`config.mk`:
```
export PLATFORM = sky130hd
export DESIGN_NAME = regfile_write_bank
export DESIGN_NICKNAME = d
export VERILOG_FILES = /design/src/rtl/regfile_write_bank.sv
export SDC_FILE = /design/constraint.sdc
export NUM_CORES = 1
export LEC_CHECK = 0
export ABC_CLOCK_PERIOD_IN_PS = 2300
export CAP_MARGIN = 20
export CORE_AREA = 2 2 418 420
export DETAILED_ROUTE_END_ITERATION = 16
export DIE_AREA = 0 0 420 422
export PLACE_DENSITY_LB_ADDON = 0.15
export SYNTH_ARGS = -nofsm -noshare
export SYNTH_HDL_FRONTEND = slang
export SYNTH_SLANG_ARGS = --single-unit
```
`constraint.sdc`:
```
create_clock -name Clk -period 2.3 [get_ports Clk]
set_clock_uncertainty 0.15 [all_clocks]
set_input_delay 0.46 -clock Clk [delete_from_list [all_inputs] [get_ports Clk]]
set_output_delay 0.46 -clock Clk [all_outputs]
set_load 0.05 [all_outputs]
```
`src/rtl/regfile_write_bank.sv`:
```
// Write side and storage of the 32-entry register file.
// Adds a write handshake and a 32-cycle sequenced clear-all sweep.
module regfile_write_bank #(
   parameter int N       = 32,
   parameter int ZERO_R0 = 1
) (
   input  logic          Clk,
   input  logic          Rst_n,
   input  logic          WrEn,
   input  logic [4:0]    WrAddr,
   input  logic [N-1:0]  WrData,
   output logic          WrReady,
   input  logic          ClrReq,
   output logic          Busy,
   output logic [32*N-1:0] Q
);

   typedef enum logic {IDLE, CLEAR} state_t;

   state_t       state_q, state_d;
   logic [4:0]   cnt_q, cnt_d;
   logic [N-1:0] ent_q [32];

   logic         we;
   logic [4:0]   wa;
   logic [N-1:0] wd;
   logic         wa_ok;

   always_comb begin
      state_d = state_q;
      cnt_d   = cnt_q;
      WrReady = 1'b0;
      Busy    = 1'b0;
      we      = 1'b0;
      wa      = WrAddr;
      wd      = WrData;
      unique case (state_q)
         IDLE: begin
            WrReady = ~ClrReq;
            if (ClrReq) begin
               state_d = CLEAR;
               cnt_d   = 5'd0;
            end else if (WrEn) begin
               we = 1'b1;
            end
         end
         CLEAR: begin
            Busy  = 1'b1;
            we    = 1'b1;
            wa    = cnt_q;
            wd    = '0;
            cnt_d = cnt_q + 5'd1;
            if (cnt_q == 5'd31) begin
               state_d = IDLE;
            end
         end
         default: begin
            state_d = IDLE;
            cnt_d   = 5'd0;
         end
      endcase
   end

   // Entry 0 stays a flop but never takes a write when hardwired to zero
   assign wa_ok = !((ZERO_R0 != 0) && (wa == 5'd0));

   always_ff @(posedge Clk or negedge Rst_n) begin
      if (!Rst_n) begin
         state_q <= IDLE;
         cnt_q   <= 5'd0;
      end else begin
         state_q <= state_d;
         cnt_q   <= cnt_d;
      end
   end

   always_ff @(posedge Clk or negedge Rst_n) begin
      if (!Rst_n) begin
         for (int k = 0; k < 32; k++) begin
            ent_q[k] <= '0;
         end
      end else if (we && wa_ok) begin
         ent_q[wa] <= wd;
      end
   end

   for (genvar g = 0; g < 32; g++) begin : g_q
      assign Q[g*N +: N] = ent_q[g];
   end

endmodule
```
==> qor.csv <==
stage;metric;value;unit
route;DRC viols;0;
timing;Setup violations, final;1214;
global_routing;first-pass GRT wire length;235000;µm
cells_and_area;Layout area overhead;54.7;%
pwr;VDD IR max;0.699;mV
worst_setup_path;WS Path Type;flop to flop;
pwr;Pwr Total;0.0941;W
route;initial DRC count;1123;
floorplanning;Core Area;0.173;mm²
pwr;PwrDens;1550;mW/mm²
place;DP Wirelength;120000;µm
route;WL/cell;29.4;µm
worst_setup_path;CP endpoint kind;flop;
place;I/O Buffers;1066;
worst_setup_path;cell-by-cell trace of the critical path;buf_6 -> or4b_4 -> buf_12 -> a221oi_4 -> buf_12 -> clkbuf_16 -> mux2_4;
cells_and_area;nets;3658;
timing;Final Hold Vio Count;0;
global_routing;vias in the first global route;26519;
route;Post-Route WL;178000;µm
global_routing;met1 Usage GRT;22.1;%
synth;Top FF cell, synth;dfrtp_1;
timing;RSZ-0062 raised after global routing;true;
min_path;Worst Hold Class;primary input to asynchronous set/reset pin;
synth;Ys Warns;0;
clock_network;CTS Root Cell;clkbuf_16;
clock_network;Clock Sinks;1030;
cells_and_area;layout cells sized above 1;54.1;%
global_routing;global routing usage on met2;34.4;%
global_routing;GRT busiest layer;met2;
job;Max-cap violations;0;
cells_and_area;commonest cells after routing, fill and taps aside;1,029 x dfrtp_1, 618 x mux2_2, 498 x buf_4;
synth;number of synthesized flops with an enable pin;0;
clock_network;clock buffer depth;3;
pwr;Leak;30.4;nW
cells_and_area;fin area;0.0609;mm²
floorplanning;Rows;153;
floorplanning;initial core utilization;22.8;%
synth;sequential area share after synthesis;65.5;%
timing;Setup WS post-layout;-0.368;ns
clock_network;number of buffers created by CTS;121;
route;post-route ant nets;0;
worst_setup_path;crit-path max FO;7;
timing;actual slew at the worst max-slew pin;1.25;ns
floorplanning;I/O pin total;1067;
worst_setup_path;Worst Setup Start Kind;flop;
status;failing checks;negative setup slack;
global_routing;largest net degree at the start of global routing;71;
route;drt pass-1 iters;4;
timing;fmax;375;MHz
global_routing;met3 usage;4.30;%
timing;period utilization;116;%
synth;Netlist Area Pre-Place;0.0394;mm²
worst_setup_path;Crit-path slowest cell;or4b_4;
status;status;finished, violations left;
synth;Synth async-reset ratio;100;%
worst_setup_path;CP most frequent cell;buf_12;
clock_network;Clock transition at path regs;0.06;ns
synth;Syn Inst Count;2366;
floorplanning;chip height;422;µm
synth;Avg Cell Area, Syn;16.6;µm²
route;via count;25373;
place;Final Wtd Congestion;0.760;
timing;Final Max Slew Viols;0;
timing;worst hold slack;0.114;ns
clock_network;CTS tree;done;
timing;Period minus WS final;2.67;ns
synth;flops & latches, synth;1030;
global_routing;gr usage total;19.1;%
clock_network;Clk Latency, worst-skew pair;0.75;ns
route;vias per inst;4.19;
place;placed cell area;0.0548;mm²
clock_network;CTS H-tree depth;3;
global_routing;GRT Residual Overflow;0;
floorplanning;die width;420;µm
floorplanning;die area;0.177;mm²
worst_setup_path;Worst EP required;2.79;ns
worst_setup_path;CP peak stage delay;0.58;ns
synth;Post-Syn Nets;2409;
cells_and_area;commonest non-fill, non-tap cell in the layout;dfrtp_1;
worst_setup_path;CP arrival;3.16;ns
global_routing;antenna violations before repair;18;
timing;Rel. slew slack;16.5;%
synth;Synth cell types;31;
-- final cells by class --
class / count / area (µm²)
Fill cell: 16956 / 112000
Timing Repair Buffer: 1363 / 14100
Tap cell: 2325 / 2910
Sequential cell: 1030 / 25800
Multi-Input combinational cell: 1099 / 14000
Clock buffer: 195 / 3720
Antenna cell: 14 / 35.0
Clock inverter: 32 / 289
-- critical path: cells and delay by family (launching register included) --
family,cells,cell delay [ns]
compound gates,1,0.25
simple gates,1,0.58
flops,1,0.53
buf+inv,4,0.73
mux,1,0.30
-- through the flow --
step	utilization (%)	TNS [ns]	cells	setup WS (ns)
after floorplan	-	-141.59	2366	-0.225
after global placement	31.7	-776.73	5737	-0.983
after detailed placement	31.7	-784.26	5737	-0.991
after CTS	34.5	-357.73	6006	-0.346
after global routing	35.2	-401.84	6051	-0.420
final	35.2	-296.85	6058	-0.368
-- state kept, by name, indices dropped and copies added (netlist names) --
| name | count |
|---|---|
| Q | 1024 |
| state_q | 1 |
| cnt_q | 5 |
-- worst paths after layout --
kind / cells after the start / slack (ns) / from / to
worst max register to register: 7 / -0.37 / state_q / Q[144]
min in group Clk: 0 / 0.22 / Q[13] / Q[13]
worst min register to register: 0 / 0.22 / Q[13] / Q[13]
worst min-delay path: 2 / 0.11 / Rst_n / cnt_q[3]
worst max-delay path: 7 / -0.37 / state_q / Q[144]
max in group asynchronous: 4 / 0.98 / Rst_n / Q[509]
-- Yosys cell counts, types with 2 or more instances --
master	n	area share, %
nand4b_1	4	0.089
a221oi_4	14	0.93
nand2b_1	4	0.064
buf_4	33	0.63
mux2_2	858	25
or4b_2	2	0.051
clkbuf_1	136	1.3
nand2_1	5	0.048
buf_2	44	0.56
a221oi_2	17	0.65
nand4bb_1	5	0.14
dfrtp_1	1030	65
buf_6	25	0.71
mux2_1	135	3.9
ha_1	2	0.064
nor2b_1	32	0.51
or4b_1	3	0.076
or4bb_1	2	0.057
o21ai_0	3	0.038
-- cell families (layout without fill, tap and decap cells) --
family	Yosys count	in the layout	share of synthesized area [%]
adder cells (fa/ha/maj)	2	2	0.0635
AND/OR/NAND/NOR	64	65	1.14
AO/OA/AOI/OAI	36	36	1.65
buffers and inverters	238	1590	3.20
other	0	14	0
XOR/XNOR	2	2	0.0445
multiplexers	994	994	28.4
flip-flops	1030	1030	65.5
-- per-layer routing --
| metal | vias to the layer above | wire, µm |
|---|---|---|
| met3 | 194 | 9190 |
| met2 | 653 | 94400 |
| met4 | 4 | 5080 |
| met5 | - | 27 |
| met1 | 13671 | 69700 |
| li1 | 10851 | - |
-- power by group --
part,switching (W),total (W),leakage [nW],internal (W)
clock network,0.00809,0.0195,1.98,0.0114
logic,0.0320,0.0476,14.4,0.0157
registers,0.00316,0.0270,14.1,0.0238
-- timing repair --
item,in CTS,in global routing
setup buffers,23,17
gates resized for setup,738,154
pin swaps,14,15
hold buffers,1,0
gates cloned,18,23
hold endpoints to repair,551,0
setup endpoints to repair,1628,1510
No activity file was read; power rests on OpenSTA's default activity.
